==> src/rtl/pc_sequencer_pkg.sv <==
// Shared CPU fetch definitions: sequencer state encoding, PC width, reset PC.
// Latency: n/a (types, constants and a pure helper function only).
// Backpressure: n/a.
package pc_sequencer_pkg;

  localparam int unsigned PC_W = 16;

  // Default PC loaded on reset; the top-level RESET_PC parameter defaults to this.
  localparam logic [PC_W-1:0] RESET_PC_DEFAULT = 16'h0000;

  typedef enum logic [1:0] {
    ST_BOOT  = 2'd0,
    ST_FETCH = 2'd1,
    ST_WAIT  = 2'd2,
    ST_HALT  = 2'd3
  } seq_state_e;

  // Sequential fetch step; instructions are 2 bytes, wraps modulo 2^16.
  function automatic logic [PC_W-1:0] pc_inc(input logic [PC_W-1:0] pc);
    return pc + 16'd2;
  endfunction

endpackage

==> src/rtl/pc_sequencer_pc_hold_reg.sv <==
// PC holding register: 16-bit, write-enabled, async active-low reset to RESET_VAL.
// Latency: one cycle from we_i/d_i to q_o.
// Backpressure: none; holds its value whenever we_i is low.
// Ports: clk, rst_n, we_i (load enable), d_i (next value), q_o (current PC).
module pc_hold_reg
  import pc_sequencer_pkg::*;
#(
  parameter logic [PC_W-1:0] RESET_VAL = RESET_PC_DEFAULT
) (
  input  logic            clk,
  input  logic            rst_n,
  input  logic            we_i,
  input  logic [PC_W-1:0] d_i,
  output logic [PC_W-1:0] q_o
);

  logic [PC_W-1:0] pc_q;
  logic [PC_W-1:0] pc_d;

  always_comb begin
    pc_d = pc_q;
    if (we_i) begin
      pc_d = d_i;
    end
  end

  always_ff @(posedge clk or negedge rst_n) begin
    if (!rst_n) begin
      pc_q <= RESET_VAL;
    end else begin
      pc_q <= pc_d;
    end
  end

  assign q_o = pc_q;

endmodule

==> src/rtl/pc_sequencer.sv <==
// Fetch PC sequencer: BOOT/FETCH/WAIT/HALT FSM driving instruction memory requests.
// Latency: one cycle from completion (imem_ready_i while requesting) to the next PC.
// Backpressure: imem_ready_i low holds pc_o and the request; stall_i forces a re-fetch.
// Ports: clk, rst_n; stall_i, redirect_i/redirect_pc_i, halt_i, imem_ready_i in;
//        imem_req_o, pc_o, pc_plus2_o, fetch_valid_o, halted_o out.
module pc_sequencer
  import pc_sequencer_pkg::*;
#(
  parameter logic [PC_W-1:0] RESET_PC = RESET_PC_DEFAULT
) (
  input  logic            clk,
  input  logic            rst_n,
  input  logic            stall_i,
  input  logic            redirect_i,
  input  logic [PC_W-1:0] redirect_pc_i,
  input  logic            halt_i,
  input  logic            imem_ready_i,
  output logic            imem_req_o,
  output logic [PC_W-1:0] pc_o,
  output logic [PC_W-1:0] pc_plus2_o,
  output logic            fetch_valid_o,
  output logic            halted_o
);

  seq_state_e      state_q, state_d;
  logic            pend_vld_q, pend_vld_d;
  logic [PC_W-1:0] pend_pc_q, pend_pc_d;

  logic            pc_we;
  logic [PC_W-1:0] pc_nxt;
  logic [PC_W-1:0] pc_cur;

  pc_hold_reg #(
    .RESET_VAL (RESET_PC)
  ) u_pc_hold_reg (
    .clk   (clk),
    .rst_n (rst_n),
    .we_i  (pc_we),
    .d_i   (pc_nxt),
    .q_o   (pc_cur)
  );

  always_comb begin
    state_d       = state_q;
    pend_vld_d    = pend_vld_q;
    pend_pc_d     = pend_pc_q;
    pc_we         = 1'b0;
    pc_nxt        = pc_cur;
    imem_req_o    = 1'b0;
    fetch_valid_o = 1'b0;
    halted_o      = 1'b0;

    unique case (state_q)
      ST_BOOT: begin
        if (redirect_i) begin
          pc_we  = 1'b1;
          pc_nxt = redirect_pc_i;
        end
        state_d = ST_FETCH;
      end

      ST_FETCH, ST_WAIT: begin
        imem_req_o = 1'b1;
        if (imem_ready_i) begin
          // Completion. A redirect arriving in this very cycle is newer than
          // any pending target, so it wins.
          pend_vld_d = 1'b0;
          state_d    = ST_FETCH;
          if (redirect_i) begin
            pc_we  = 1'b1;
            pc_nxt = redirect_pc_i;
          end else if (pend_vld_q) begin
            pc_we  = 1'b1;
            pc_nxt = pend_pc_q;
          end else if (stall_i) begin
            // IF/ID cannot take it: drop the word and re-fetch the same PC.
          end else if (halt_i) begin
            fetch_valid_o = 1'b1;
            state_d       = ST_HALT;
          end else begin
            fetch_valid_o = 1'b1;
            pc_we         = 1'b1;
            pc_nxt        = pc_inc(pc_cur);
          end
        end else begin
          // The outstanding access must finish at the old address; remember
          // where to go and squash its response on arrival.
          if (redirect_i) begin
            pend_vld_d = 1'b1;
            pend_pc_d  = redirect_pc_i;
          end
          state_d = ST_WAIT;
        end
      end

      ST_HALT: begin
        halted_o = 1'b1;
        if (redirect_i) begin
          pc_we   = 1'b1;
          pc_nxt  = redirect_pc_i;
          state_d = ST_FETCH;
        end
      end

      default: begin
        state_d = ST_BOOT;
      end
    endcase
  end

  always_ff @(posedge clk or negedge rst_n) begin
    if (!rst_n) begin
      state_q    <= ST_BOOT;
      pend_vld_q <= 1'b0;
      pend_pc_q  <= '0;
    end else begin
      state_q    <= state_d;
      pend_vld_q <= pend_vld_d;
      pend_pc_q  <= pend_pc_d;
    end
  end

  assign pc_o       = pc_cur;
  assign pc_plus2_o = pc_inc(pc_cur);

endmodule

==> config.mk <==
export PLATFORM = sky130hd
export DESIGN_NAME = pc_sequencer
export DESIGN_NICKNAME = d
export VERILOG_FILES = /design/src/rtl/pc_sequencer_pkg.sv /design/src/rtl/pc_sequencer_pc_hold_reg.sv /design/src/rtl/pc_sequencer.sv
export SDC_FILE = /design/constraint.sdc
export NUM_CORES = 1
export LEC_CHECK = 0
export ABC_AREA = 0
export CORE_UTILIZATION = 48
export CTS_CLUSTER_DIAMETER = 200
export CTS_CLUSTER_SIZE = 30
export DETAILED_ROUTE_END_ITERATION = 12
export GPL_ROUTABILITY_DRIVEN = 0
export PLACE_DENSITY_LB_ADDON = 0.15
export SYNTH_ARGS = -nofsm -noshare
export SYNTH_HDL_FRONTEND = slang
export SYNTH_SLANG_ARGS = --single-unit
==> constraint.sdc <==
create_clock -name clk -period 2.9 [get_ports clk]
set_clock_uncertainty 0.15 [all_clocks]
set_input_delay 0.29 -clock clk [delete_from_list [all_inputs] [get_ports clk]]
set_output_delay 0.29 -clock clk [all_outputs]
set_load 0.02 [all_outputs]
==> qor.txt, run 1 <==
Status - finished clean
Reg power frac - 28.6%
CTS sink cnt - 35
Dominant synthesized flop cell - dfrtp_1
Syn_nets - 244
Initial Util - 51.66%
Power Internal - 1956 uW
Routed via count - 1861
FF+latch count, synth - 35
CP max stage delay - 0.62 ns
Area growth, synth to finish - 34.79%
Setup CP Type - flop to output pin
Power Density - 1195 mW/mm^2
Placed cell area - 0.002765 mm^2
Kind of start point of the critical path - flop
P_sw - 1469 uW
Seq/Total Area, Yosys - 41.20%
Die width - 68.55 um
Place WS - 0.4447 ns
DRC - 0
Slowest stage cell, crit path - clkdlybuf4s50_1
Total grt overflow - 0
Number of max-cap violations - 0
Yosys warnings - 0
Sw Share - 42.89%
Clk root buf - clkbuf_8
Dpl hpwl - 3554 um
Metal3 WL - 244 um
Initial antenna violation count - 0
Core ar. - 0.004115 mm^2
Register-to-register path setup slack - 0.67 ns
Rel. slew slack - 53.49%
Logic pwr share - 60.1%
First-pass iteration count of the detailed router - 4
Hold Vio Cnt, Final - 0
Setup crit end kind - output pin
Yosys cell types - 51
Vias in the first global route - 1817
# H-tree levels - 2
DR WL/cell - 15.14 um
Worst-Margin Slew - 0.6951 ns
DR WL met2 - 2374 um
Pin count of the biggest net entering global routing - 36
CTS Buf Count - 5
ANT nets after route - 0
Resized cells post-CTS - 0
RSZ-0062 raised after global routing - no
Final setup fails - 0
Design area - 0.002865 mm^2
Initial DRC Count - 126
Pleak - 0.001215 uW
Cells after synthesis - 220
Peak Freq - 360.7 MHz
Finished Core Util - 69.63%
Chip Height - 68.55 um
N_diodes - 0
Setup repair bufs after CTS - 0
Post-synth ARST share - 100.0%
Vias/cell - 5.589
Clock tree buffer depth - 2
Global-route wire length before repair - 8183 um
Nets - 306
CTS tree - yes
Synthesized cell area - 0.002126 mm^2
Share of post-route cells with drive strength above 1 - 12.01%
Hold crit path type - primary input to async pin
Clock power share - 11.3%
Top sig layer - met4
Commonest non-fill, non-tap cell in the layout - clkdlybuf4s50_1
Hold_ws - 0.2780 ns
Fin. max-slew vios - 0
Final WL - 5043 um
I/O pin total - 57
Crit path required time - 2.46 ns
Max rail drop VDD - 569.2 uV
Fin worst setup slack - 0.1278 ns
GRT Total Usage - 24.14%
Critical path, cell by cell - nand4_2 > or4_4 > xnor2_1 > clkdlybuf4s50_1
Post-synth EDFFs - 0
Met1 WL - 2376 um
Worst-skew pair later-pin latency - 0.29 ns
Row cnt - 23
Die Area - 0.004699 mm^2
CTS clk-pin slew, worst paths - 0.07 ns
Most frequent cells in the layout - clkdlybuf4s50_1 (56), dfrtp_1 (35), nand2_1 (25)
CP arrival - 2.33 ns
Final Critical Period - 2.772 ns
Syn_area_per_cell - 9.663 um^2
Setup_tns - 0 ns
Worst Path Max Fanout - 7
Cts hold-fix bufs - 0
Period utilisation layout - 95.59%
IO Port Bufs - 56
cells by family (layout without fill, tap and decap cells):
logic type,count (synthesis),after routing,synth area share [%]
buffers and inverters,22,85,4.886
XOR/XNOR,12,12,4.944
multiplexers,29,29,14.77
AND/OR/NAND/NOR,80,80,19.95
AO/OA/AOI/OAI,40,40,13.07
adder cells (fa/ha/maj),2,2,1.177
flip-flops,35,35,41.20
routing by layer:
metal  GRT usage (%)  up-vias
met2           40.07       39
met3           6.743        6
met5               0        -
met1           29.87      907
li1                -      909
met4           8.594        0
registers in the layout, indices dropped and copies added, names as in the netlist:
name and cells:
u_pc_hold_reg.q_o 16, state_q 2, pend_pc_q 16, pend_vld_q 1
power by group through the flow:
stage | logic (uW) | clock network [uW] | registers, uW
after global routing | 2230 | 416 | 1010
after detailed placement | 2050 | 0 | 984
after global placement | 2030 | 0 | 968
after CTS | 2070 | 399 | 975
after floorplan | 1180 | 0 | 1070
final | 2060 | 386 | 981
cell type report:
| class | count | area, um^2 |
|---|---|---|
| timing repair buffer | 67 | 643.1 |
| inverter | 10 | 37.54 |
| multi-input combinational | 163 | 1146 |
| tap | 50 | 62.56 |
| clock buffer | 8 | 100.1 |
| sequential | 35 | 875.8 |
| fill | 337 | 1250 |
worst max-delay path, delay by kind of cell (launching register included):
family / cells / cell delay (ns)
simple gates: 2 / 0.81
flops: 1 / 0.47
xor+xnor: 1 / 0.16
buf+inv: 1 / 0.62
path summary, 6_finish.rpt:
kind,from,cells after the start,end
setup / recovery,u_pc_hold_reg.q_o[5],4,pc_plus2_o[14]
hold reg to reg,pend_pc_q[12],2,pend_pc_q[12]
hold / removal,rst_n,2,state_q[1]
min in group clk,pend_pc_q[12],2,pend_pc_q[12]
setup reg to reg,state_q[1],5,u_pc_hold_reg.q_o[9]
max in group asynchronous,rst_n,2,pend_pc_q[4]
synthesized netlist by cell type, types with 6 or more instances:
cell type  count  area, um^2
a21oi_1       10       50.05
nand3_1        6       30.03
o21ai_0        7       35.03
mux2i_1       13       130.1
dfrtp_1       35       875.8
xnor2_1        8       70.07
buf_2          8       40.04
inv_1         10       37.54
nand2_1       25       93.84
nor2_1        14       52.55
mux2_2        11       123.9
stage by stage:
| step | power [uW] | cells |
|---|---|---|
| finish | 3425 | 333 |
| CTS | 3445 | 333 |
| global placement | 3002 | 325 |
| floorplan | 2243 | 220 |
| detailed placement | 3037 | 325 |
| global route | 3656 | 333 |
(Power assumes the default switching activity.)
==> run 2: changes to the inputs <==
--- a/config.mk
+++ b/config.mk
@@ -6,7 +6,8 @@
 export NUM_CORES = 1
 export LEC_CHECK = 0
 export ABC_AREA = 0
-export CORE_UTILIZATION = 48
+export CORE_UTILIZATION = 50
+export CTS_BUF_LIST = sky130_fd_sc_hd__clkbuf_4 sky130_fd_sc_hd__clkbuf_8
 export CTS_CLUSTER_DIAMETER = 200
 export CTS_CLUSTER_SIZE = 30
 export DETAILED_ROUTE_END_ITERATION = 12
==> run 2 against run 1 <==
Against the previous run:
- clock-buffer cell count is 2 lower
- register-to-register slack worse by 0.13 ns
- global-route usage is 0.92 points higher
- core utilization is 1.1 points higher
- final cell count is 0.90% lower
- fmax is 0.84% lower
- via count is 1.9% lower
- sequential power hardly changed
- total power is 1.5% lower
- critical path type unchanged
- critical endpoint is now pc_plus2_o[12]
- largest power group unchanged
==> qor.txt, run 2 (same netlist as run 1, synthesis figures left out) <==
Status - finished clean
Global-route wire length before repair - 8445 um (+3.2%)
Critical path, cell by cell - and4_1 > nand2_1 > nor3_1 > xor2_1 > clkdlybuf4s50_1
GRT Total Usage - 25.05% (+0.92 points)
Share of post-route cells with drive strength above 1 - 11.43% (-0.59 points)
Setup repair bufs after CTS - 0 (unchanged)
Worst-Margin Slew - 0.6858 ns (-0.009297 ns)
Filler cell count - 335 (-0.59%)
Total grt overflow - 0 (unchanged)
Placed Cells - 324 (-0.31%)
Clk root buf - clkbuf_8
Vias in the first global route - 1863 (+2.5%)
Chip Height - 67.21 um (-2.0%)
Finished Core Util - 70.71% (+1.1 points)
CTS Buf Count - 5 (unchanged)
Cell Count, Final, Fillers Out - 330 (-0.90%)
Register-to-register path setup slack - 0.54 ns (-0.13 ns)
Max rail drop VDD - 638.8 uV (+12%)
CP max stage delay - 0.65 ns (+0.03 ns)
Setup crit end kind - output pin
Setup_tns - 0 ns (unchanged)
Final WL - 5150 um (+2.1%)
Vias/cell - 5.530 (-1.0%)
Most frequent cells in the layout - clkdlybuf4s50_1 (55), dfrtp_1 (35), nand2_1 (25)
Worst-skew pair later-pin latency - 0.28 ns (about the same)
Delay-heaviest family, CP - simple AND/OR/NAND/NOR gates
Crit path required time - 2.46 ns (about the same)
Design area - 0.002849 mm^2 (-0.57%)
CP arrival - 2.36 ns (+0.03 ns)
Kind of start point of the critical path - flop
Initial Util - 52.76% (+1.1 points)
Nets - 305 (-0.33%)
# H-tree levels - 2 (unchanged)
Core ar. - 0.004029 mm^2 (-2.1%)
CP bufs+invs - 1 (unchanged)
Final setup fails - 0 (unchanged)
Hold crit path type - primary input to async pin
Rel. slew slack - 54.11% (+0.62 points)
Routed via count - 1825 (-1.9%)
Setup CP Type - flop to output pin
Area growth, synth to finish - 34.02%
Initial antenna violation count - 0 (unchanged)
Row cnt - 23 (unchanged)
Hold Vio Cnt, Final - 0 (unchanged)
N_diodes - 0 (unchanged)
DR WL/cell - 15.61 um (+3.1%)
Worst Path Max Fanout - 8 (+1)
Final Critical Period - 2.796 ns (+0.02357 ns)
Period utilisation layout - 96.41% (+0.81 points)
DRC - 0 (unchanged)
CTS sink cnt - 35 (unchanged)
Clock tree buffer depth - 2 (unchanged)
Placed cell area - 0.002770 mm^2 (+0.18%)
Die Area - 0.004517 mm^2 (-3.9%)
First-pass iteration count of the detailed router - 4 (unchanged)
Power Density - 1185 mW/mm^2 (-0.89%)
Commonest non-fill, non-tap cell in the layout - clkdlybuf4s50_1
Peak Freq - 357.7 MHz (-0.84%)
Initial DRC Count - 131 (+4.0%)
CTS tree - yes
CTS clk-pin slew, worst paths - 0.07 ns (about the same)
Fin. max-slew vios - 0 (unchanged)
Pleak - 0.001214 uW (about the same)
I/O pin total - 57 (unchanged)
Dpl hpwl - 3717 um (+4.6%)
Slowest stage cell, crit path - clkdlybuf4s50_1
Cts hold-fix bufs - 0 (unchanged)
Die width - 67.21 um (-2.0%)
Resized cells post-CTS - 0 (unchanged)
ANT nets after route - 0 (unchanged)
Number of max-cap violations - 0 (unchanged)
RSZ-0062 raised after global routing - no
IO Port Bufs - 56 (unchanged)
Pin count of the biggest net entering global routing - 36 (unchanged)
-- run 2: cell types whose count changed in the layout (fill, tap and decap cells not counted) --
cell             before  now
buf_4                11    9
clkbuf_1              1    0
buf_12                0    1
clkdlybuf4s50_1      56   55
dlymetal6s2s_1        0    1
clkbuf_8              7    5
clkbuf_4              0    1
-- run 2: path summary, 6_finish.rpt --
check	startpoint	to	depth (start not counted)
hold / removal	rst_n	state_q[1]	2
min in group clk	pend_pc_q[12]	pend_pc_q[12]	2
setup reg to reg	state_q[1]	u_pc_hold_reg.q_o[9]	5
setup / recovery	u_pc_hold_reg.q_o[4]	pc_plus2_o[12]	5
max in group asynchronous	rst_n	pend_pc_q[15]	2
hold reg to reg	pend_pc_q[12]	pend_pc_q[12]	2
-- run 2: area by class of cell --
class                      instances  area (um^2)  area share (%)
sequential                        35        875.8           30.74
clock buffer                       6        76.32           2.679
multi-input combinational        163         1146           40.23
inverter                          10        37.54           1.318
timing repair buffer              66        650.6           22.84
tap                               50        62.56           2.196
-- run 2: worst register-to-register path: stages (launching register included) --
cell and delay, ns:
dfrtp_1 0.39, ha_1 0.48, nor2b_1 0.46, nand3_1 0.28, nor2_1 0.35, a211o_1 0.19
-- run 2: metrics by stage --
step           hold slack, ns  power (uW)  worst slack [ns]
3_5_place_dp           0.3280        3057            0.4349
6_report               0.2781        3375            0.1042
5_1_grt                0.3242        3611           0.02969
3_3_place_gp           0.3181        3012            0.4864
2_1_floorplan         -0.1556        2243            0.3854
4_1_cts                0.2998        3405           0.09951
-- run 2: power by group --
group / leakage [uW] / internal, uW / switching (uW)
registers: 0.000415 / 737 / 265
logic: 0.000758 / 1000 / 1040
clock network: 0.0000406 / 169 / 160
-- run 2: routing by layer --
layer | part of all wire, % | GRT usage (%) | vias up
li1 | - | - | 900
met1 | 44 | 30.11 | 869
met2 | 50 | 43.50 | 47
met3 | 4.4 | 5.405 | 9
met4 | 1.3 | 9.574 | 0
met5 | 0 | 0 | -
